`src/rtl/sram_block_master.sv`:
```
// sram_block_master
//   Initiator-side burst controller for the byte-wide SRAM wrapper behind the
//   Triple-DES datapath. A write request sends one 64-bit block as an 8-byte
//   burst, MSB first. A read request fetches 8 bytes and reassembles them into
//   a 64-bit block.
//
//   Optional feature macro: SRAM_BLOCK_CKSUM_EN (adds a read checksum and a
//   checksum-mismatch pulse).
//
// Ports
//   clk            system clock, rising edge
//   rst            synchronous active-high reset
//   wr_req         write request pulse (sampled only while idle)
//   wr_block[63:0] block to write, sampled on the accepting edge
//   rd_req         read request pulse (sampled only while idle)
//   busy           high from burst start through the last gap cycle
//   wr_done        one-cycle pulse, write burst finished
//   rd_valid       one-cycle pulse, rd_block updated
//   rd_block[63:0] last assembled read block
//   enable         burst start strobe to the SRAM wrapper
//   rw_mode        0 = write, 1 = read, held for the burst
//   write_data[7:0] write byte to the SRAM wrapper
//   read_data[7:0]  read byte from the SRAM wrapper
//   expected_cksum[7:0], rd_cksum[7:0], cksum_err  (SRAM_BLOCK_CKSUM_EN only)
module sram_block_master #(
    parameter int RD_LATENCY = 1,
    parameter int IDLE_GAP   = 2
) (
    input  logic        clk,
    input  logic        rst,
    input  logic        wr_req,
    input  logic [63:0] wr_block,
    input  logic        rd_req,
    output logic        busy,
    output logic        wr_done,
    output logic        rd_valid,
    output logic [63:0] rd_block,
    output logic        enable,
    output logic        rw_mode,
    output logic [7:0]  write_data,
`ifdef SRAM_BLOCK_CKSUM_EN
    input  logic [7:0]  expected_cksum,
    output logic [7:0]  rd_cksum,
    output logic        cksum_err,
`endif
    input  logic [7:0]  read_data
);

    typedef enum logic [2:0] {
        S_IDLE,
        S_START,
        S_SETUP,
        S_XFER,
        S_DONE,
        S_GAP
    } state_t;

    // Wait cycles between SETUP and the first read sample.
    localparam logic [1:0] RD_WAIT  = 2'(RD_LATENCY - 1);
    localparam logic [3:0] GAP_LAST = (IDLE_GAP == 0) ? 4'd0 : 4'(IDLE_GAP - 1);

    state_t      r_state;
    state_t      w_next;
    logic        r_is_read;
    logic        r_pend;
    logic [2:0]  r_byte_cnt;
    logic [1:0]  r_wait;
    logic [3:0]  r_gap;
    logic [63:0] r_wr_shift;
    logic [55:0] r_rd_shift;
    logic [63:0] r_rd_block;
    logic        w_step;
    logic        w_xfer_end;
    logic [63:0] w_rd_full;

    function automatic logic [7:0] f_xor_bytes(input logic [63:0] blk);
        logic [7:0] acc;
        acc = 8'h00;
        for (int i = 0; i < 8; i++) begin
            acc = acc ^ blk[8*i +: 8];
        end
        return acc;
    endfunction

    // A byte moves this cycle: every write XFER cycle, or a read XFER cycle
    // once the latency wait has run out.
    assign w_step     = (r_state == S_XFER) && (!r_is_read || (r_wait == 2'd0));
    assign w_xfer_end = w_step && (r_byte_cnt == 3'd7);
    assign w_rd_full  = {r_rd_shift, read_data};

    // ---- state register ----
    always_ff @(posedge clk) begin
        if (rst) begin
            r_state <= S_IDLE;
        end else begin
            r_state <= w_next;
        end
    end

    // ---- next state and outputs ----
    always_comb begin
        w_next     = r_state;
        busy       = 1'b1;
        enable     = 1'b0;
        rw_mode    = 1'b0;
        write_data = 8'h00;
        wr_done    = 1'b0;
        rd_valid   = 1'b0;
        case (r_state)
            S_IDLE: begin
                busy = 1'b0;
                if (wr_req || rd_req) begin
                    w_next = S_START;
                end
            end
            S_START: begin
                enable  = 1'b1;
                rw_mode = r_is_read;
                w_next  = S_SETUP;
            end
            S_SETUP: begin
                rw_mode = r_is_read;
                w_next  = S_XFER;
            end
            S_XFER: begin
                rw_mode = r_is_read;
                if (!r_is_read) begin
                    write_data = r_wr_shift[63:56];
                end
                if (w_xfer_end) begin
                    w_next = S_DONE;
                end
            end
            S_DONE: begin
                wr_done  = !r_is_read;
                rd_valid = r_is_read;
                if (IDLE_GAP != 0) begin
                    w_next = S_GAP;
                end else if (r_pend) begin
                    w_next = S_START;
                end else begin
                    w_next = S_IDLE;
                end
            end
            S_GAP: begin
                if (r_gap == 4'd0) begin
                    w_next = r_pend ? S_START : S_IDLE;
                end
            end
            default: begin
                w_next = S_IDLE;
            end
        endcase
    end

    // ---- burst control: operation type, pending read, counters ----
    always_ff @(posedge clk) begin
        if (rst) begin
            r_is_read  <= 1'b0;
            r_pend     <= 1'b0;
            r_byte_cnt <= 3'd0;
            r_wait     <= 2'd0;
            r_gap      <= 4'd0;
            r_rd_block <= 64'd0;
        end else begin
            case (r_state)
                S_IDLE: begin
                    // Write wins a tie; the read waits in r_pend.
                    if (wr_req) begin
                        r_is_read <= 1'b0;
                        r_pend    <= rd_req;
                    end else if (rd_req) begin
                        r_is_read <= 1'b1;
                        r_pend    <= 1'b0;
                    end
                end
                S_SETUP: begin
                    r_wait     <= RD_WAIT;
                    r_byte_cnt <= 3'd0;
                end
                S_XFER: begin
                    if (w_step) begin
                        r_byte_cnt <= r_byte_cnt + 3'd1;
                    end else begin
                        r_wait <= r_wait - 2'd1;
                    end
                end
                S_DONE: begin
                    r_gap <= GAP_LAST;
                    if ((IDLE_GAP == 0) && r_pend) begin
                        r_is_read <= 1'b1;
                        r_pend    <= 1'b0;
                    end
                end
                S_GAP: begin
                    r_gap <= r_gap - 4'd1;
                    if ((r_gap == 4'd0) && r_pend) begin
                        r_is_read <= 1'b1;
                        r_pend    <= 1'b0;
                    end
                end
                default: begin
                end
            endcase
            // Loaded on the edge into DONE so it is visible with rd_valid.
            if (w_xfer_end && r_is_read) begin
                r_rd_block <= w_rd_full;
            end
        end
    end

    // ---- data shift registers ----
    always_ff @(posedge clk) begin
        if ((r_state == S_IDLE) && wr_req) begin
            r_wr_shift <= wr_block;
        end else if ((r_state == S_XFER) && !r_is_read) begin
            r_wr_shift <= {r_wr_shift[55:0], 8'h00};
        end
        if (w_step && r_is_read) begin
            r_rd_shift <= {r_rd_shift[47:0], read_data};
        end
    end

    assign rd_block = r_rd_block;

`ifdef SRAM_BLOCK_CKSUM_EN
    logic [7:0] r_rd_cksum;
    logic [7:0] r_exp_cksum;

    always_ff @(posedge clk) begin
        if (rst) begin
            r_rd_cksum  <= 8'h00;
            r_exp_cksum <= 8'h00;
        end else begin
            if ((r_state == S_IDLE) && rd_req) begin
                r_exp_cksum <= expected_cksum;
            end
            if (w_xfer_end && r_is_read) begin
                r_rd_cksum <= f_xor_bytes(w_rd_full);
            end
        end
    end

    assign rd_cksum  = r_rd_cksum;
    assign cksum_err = rd_valid && (r_rd_cksum != r_exp_cksum);
`endif

endmodule

```
`config.mk`:
```
export PLATFORM = sky130hd
export DESIGN_NAME = sram_block_master
export DESIGN_NICKNAME = d
export VERILOG_FILES = /design/src/rtl/sram_block_master.sv
export SDC_FILE = /design/constraint.sdc
export NUM_CORES = 1
export LEC_CHECK = 0
export CAP_MARGIN = 20
export CORE_ASPECT_RATIO = 1.75
export CORE_MARGIN = 5
export CORE_UTILIZATION = 45
export DETAILED_ROUTE_END_ITERATION = 8
export DONT_BUFFER_PORTS = 1
export GPL_TIMING_DRIVEN = 0
export MAX_ROUTING_LAYER = met4
export SLEW_MARGIN = 15
export SYNTH_ARGS = -nofsm -noshare
export SYNTH_HDL_FRONTEND = slang
export SYNTH_SLANG_ARGS = --single-unit
```
`constraint.sdc`:
```
create_clock -name clk -period 2.8 [get_ports clk]
set_clock_uncertainty 0.1 [all_clocks]
set_input_delay 0.42 -clock clk [delete_from_list [all_inputs] [get_ports clk]]
set_output_delay 0.42 -clock clk [all_outputs]
set_load 0.005 [all_outputs]
```
Word-level counts from Yosys, hierarchy flattened:

Index checks and enable logic that the tools add are counted.

* word-level logic and storage cells: 74
* latch bits: 0
* bits in registers: 198
* memories kept: 0
* input bits: 76
* bits in read-only memories: 0
* RAM bits: 0

* shift-type cells: 0
* add/sub/neg operators: 3
* $mul: 0
* muxes and demuxes: 27
* eq/ne operators: 13
* reductions and logical operators: 22
* bitwise gates (word level): 0
* order comparisons: 0
* div/mod/pow operators: 0

Operators with widths (count)
* $mux W64: 2
* $pmux W3 S6: 1
* $mux W8: 2
* $mux W1: 12
* $mux W3: 4
* $ne A2 B2 Y1 const B: 6
* $eq A3 B3 Y1 const B: 3
* $pmux W4 S2: 1
* $reduce_bool A2 Y1: 4
* $logic_and A1 B1 Y1: 7
* $eq A3 B2 Y1 const B: 2
* $pmux W3 S2: 1
* $reduce_and A3 Y1: 2
* $logic_not A4 Y1: 1
* $pmux W1 S2: 2
* $pmux W2 S2: 1
* $reduce_and A2 Y1: 2
* $sub A4 B1 Y4 const B: 1
* $add A3 B1 Y3 const B: 1
* $eq A3 B1 Y1 const B: 1
* $logic_not A3 Y1: 1
* $ne A3 B3 Y1 const B: 1
* $reduce_or A3 Y1: 1
* $logic_not A2 Y1: 1
* other kinds (4): 5

Longest topological paths before layout:

* depth after elaboration: 6
* depth in mapped cells: 8
* depth with buffers taken out: 6

Worst setup path after synthesis:

No wires, ideal clock.

* path type: reg-to-reg
* start point: reg r_state[2]
* end point: reg r_wr_shift[0], enable pin
* cell stages (with the launch flop): 7
* buffers on the path: 3
* arrival: 2500 ps
* path slack: -225 ps
* clock period less this slack: 3025 ps
* cell sequence: dfxtp_1 nor3_2 and2_1 buf_2 buf_6 buf_6 or2_1

* word-level cells in the longest chain between the ends: 3

RTL lines
* start: declaration: line 62 `state_t r_state;`
* start signal: assignment: line 96 `r_state <= w_next;`
* $eq A3 B2 Y1 / $logic_not A3 Y1 (equally long branches): line 216, 214
* $logic_and A1 B1 Y1 (on tied branches): line 216, 214
* $reduce_bool A2 Y1 (no line) (*)
* end signal: assignment: line 215 `r_wr_shift <= wr_block;`
* end signal: assignment: line 217 `r_wr_shift <= {r_wr_shift[55:0], 8'h00};`
* end: declaration: line 69 `logic [63:0] r_wr_shift;`

Every way passes the cells marked *; elsewhere a longest branch is shown, timed or not.
A chain may end at the register's enable or synchronous reset.

Worst setup path in the final report:

* start point: reg r_state[2]
* end point: reg r_wr_shift[23], enable pin

Same word-level chain as after synthesis.

==> impl_metrics.json <==
{
  "synthCells": 581,
  "status": "complete, no violations",
  "max_freq_mhz": 405.5,
  "syn-num-nets": 661,
  "h-tree-depth": 4,
  "slew_viol_final": 0,
  "grt_antenna_before_repair": 1,
  "gp_congestion": 0.7913,
  "portBuffers": 0,
  "worst_pin_slew_ns": 0.8835,
  "synth_ff_type": "edfxtp_1",
  "numClockSinks": 198,
  "hpwlAfterDp_mm": 10.59,
  "drv_cap": 0,
  "setup_viol": 0,
  "synth_warnings": 0,
  "drc": 0,
  "seq_area_frac_synth_pct": 68.95,
  "drive_gt1_share_pct": 16.43,
  "rsz0062_at_grt": "false",
  "cts_setup_buffers": 0,
  "dr.pass1.iters": 4,
  "fin_ws_ns": 0.3339,
  "p_leak_nw": 2.821,
  "n_fill_cell": 1445,
  "vias_per_cell": 5.115,
  "cp_data_required_time_ns": 2.75,
  "die_h_um": 180.7,
  "cts_buffers": 17,
  "r2r_cells": 6,
  "wl_per_cell_um": 17.74,
  "min_period_ns": 2.466,
  "worstHoldPathCells": 2,
  "num_rows": 62,
  "drt_iter0_drc": 187,
  "clk_latency_ns": 0.44,
  "min_path_type": "in -> reg",
  "cts_tree": "yes",
  "ir_drop_v": 0.0005500,
  "setup_tns_ns": 0,
  "root_buffer": "clkbuf_16",
  "yosysUniqueCellTypes": 39,
  "ant_nets": 0,
  "cts_max_path_buffers": 2,
  "p_total_w": 0.006763,
  "vias": 4327,
  "grt_usage_pct": 16.35,
  "die_x_um": 107.5,
  "worstSetupPathType": "reg -> reg",
  "hold_violations": 0,
  "dp_slack_ns": 0.06107,
  "cp_max_fo": 64,
  "synth.avg_cell_area_um2": 12.89,
  "area_growth_pct": 13.38,
  "slew_headroom_pct": 41.10,
  "io_pins": 153,
  "routed_wl_mm": 15.01,
  "grt-ovfl-total": 0,
  "path_clk_slew_ns": 0.08,
  "worstPathArrival_ns": 2.41,
  "synth-seq-cells": 198,
  "finalCritPeriodShare_pct": 88.08,
  "grt_pass1_vias": 4591,
  "syn_area_um2": 7491,
  "dieArea_um2": 19430,
  "power_density_nw_per_um2": 796.3,
  "start_util_pct": 45.77,
  "core_um2": 16370,
  "synthArstFlopShare_pct": 0,
  "nets": 688,
  "grt_max_degree": 65,
  "synth_edf_count": 120,
  "cp-end-kind": "flop",
  "crit_path_start_kind": "flop",
  "grt_pass1_wl_mm": 23.94
}
sequential cells by signal (all words and copies together) (netlist names):
register    cells
r_state         3
r_pend          1
r_wr_shift     64
r_wait          2
r_byte_cnt      3
rd_block       64
r_rd_shift     56
r_is_read       1
r_gap           4
final cells by class:
class	count	area [µm²]	share of cell area (%)
inverters	6	22.52	0.2652
clock inverters	14	190.2	2.239
multi-input cells	343	2059	24.25
plain buffers	34	254.0	2.991
diodes	1	2.502	0.02946
repair buffers	8	80.08	0.9428
well taps	224	280.3	3.300
clock buffers	18	439.2	5.171
flip-flops and latches	198	5165	60.81
cell usage after synthesis (4+ instances only):
cell	number	area [µm²]
nor2_1	16	60.06
and3_1	8	50.05
clkbuf_1	12	45.04
ha_1	4	50.05
mux2_2	41	461.7
nand2_1	135	506.7
nand2b_1	4	25.02
buf_2	5	25.02
mux2_1	18	202.7
and2_1	12	75.07
buf_6	15	168.9
a21oi_1	70	350.3
inv_1	6	22.52
dfxtp_1	78	1562
edfxtp_1	120	3603
critical path, stage by stage, from the launching register on:
cell	delay, ns
dfxtp_1	0.36
nor3_2	0.27
and2_1	0.16
buf_2	0.13
buf_6	0.17
buf_6	0.17
or2_4	0.70
per-stage QoR:
step,instance area (µm²),instances,utilization [%],hold slack (ns)
finish,8493,846,51.89,0.01721
global route,8493,846,51.89,0.02175
CTS,8486,845,51.84,0.003827
detailed placement,7776,805,47.51,0.3327
global placement,7772,805,47.49,0.3292
floorplan,7492,581,-,0.3262
layout by cell type, fill, tap and decap left out, drive strengths merged, types with 2 or more instances in the layout:
master	synthesis	layout
clkinv	0	6
o21a	2	2
nor2b	3	3
o21ai	2	2
edfxtp	120	120
nand2b	4	4
nor3b	3	3
or3	3	3
nor3	3	3
nand3b	3	3
or3b	2	2
and3	8	8
dlygate4sd3	0	8
clkbuf	12	30
mux2	59	59
nor2	16	16
ha	4	4
and2	12	12
buf	22	22
inv	6	14
a21oi	70	70
dfxtp	78	78
nand2	136	136
mux2i	3	3
cell families after synthesis:
| group | count (synthesis) | synth area share [%] |
|---|---|---|
| xor gates and xnor gates | 1 | 0.1169 |
| AOI/OAI and AO/OA | 80 | 5.629 |
| buffers and inverters | 40 | 3.691 |
| adders and majority gates | 4 | 0.6681 |
| DFF | 198 | 68.95 |
| muxes | 62 | 9.270 |
| and+or+nand+nor | 196 | 11.68 |
final timing paths:
kind / slack, ns / startpoint / endpoint
max: 0.33 / r_state[2]$_SDFFE_PP0P_ / r_wr_shift[23]$_DFFE_PP_
max reg2reg: 0.33 / r_state[2]$_SDFFE_PP0P_ / r_wr_shift[23]$_DFFE_PP_
min reg2reg: 0.35 / r_rd_shift[31]$_DFFE_PP_ / r_rd_shift[39]$_DFFE_PP_
min: 0.02 / read_data[3] / rd_block[3]$_SDFFE_PP0P_
layer usage:
metal / track usage, % / routed length (µm)
met1: 17.08 / 5581
met2: 28.71 / 8227
met3: 4.231 / 828
met4: 6.825 / 371
met5: - / 0
power breakdown:
| group | leakage, nW | switching, W | total, W | internal, W |
|---|---|---|---|---|
| clock network | 0.304 | 0.00126 | 0.00252 | 0.00126 |
| logic | 0.775 | 0.000389 | 0.000712 | 0.000323 |
| registers | 1.74 | 0.0000730 | 0.00353 | 0.00346 |
| total | 2.82 | 0.00173 | 0.00676 | 0.00504 |
repair_timing:
item	4_1_cts	5_1_grt
gates resized for setup	0	1
hold endpoints to repair	9	0
hold buffers	8	0
setup endpoints to repair	0	64
No activity file was read; power rests on OpenSTA's default activity.
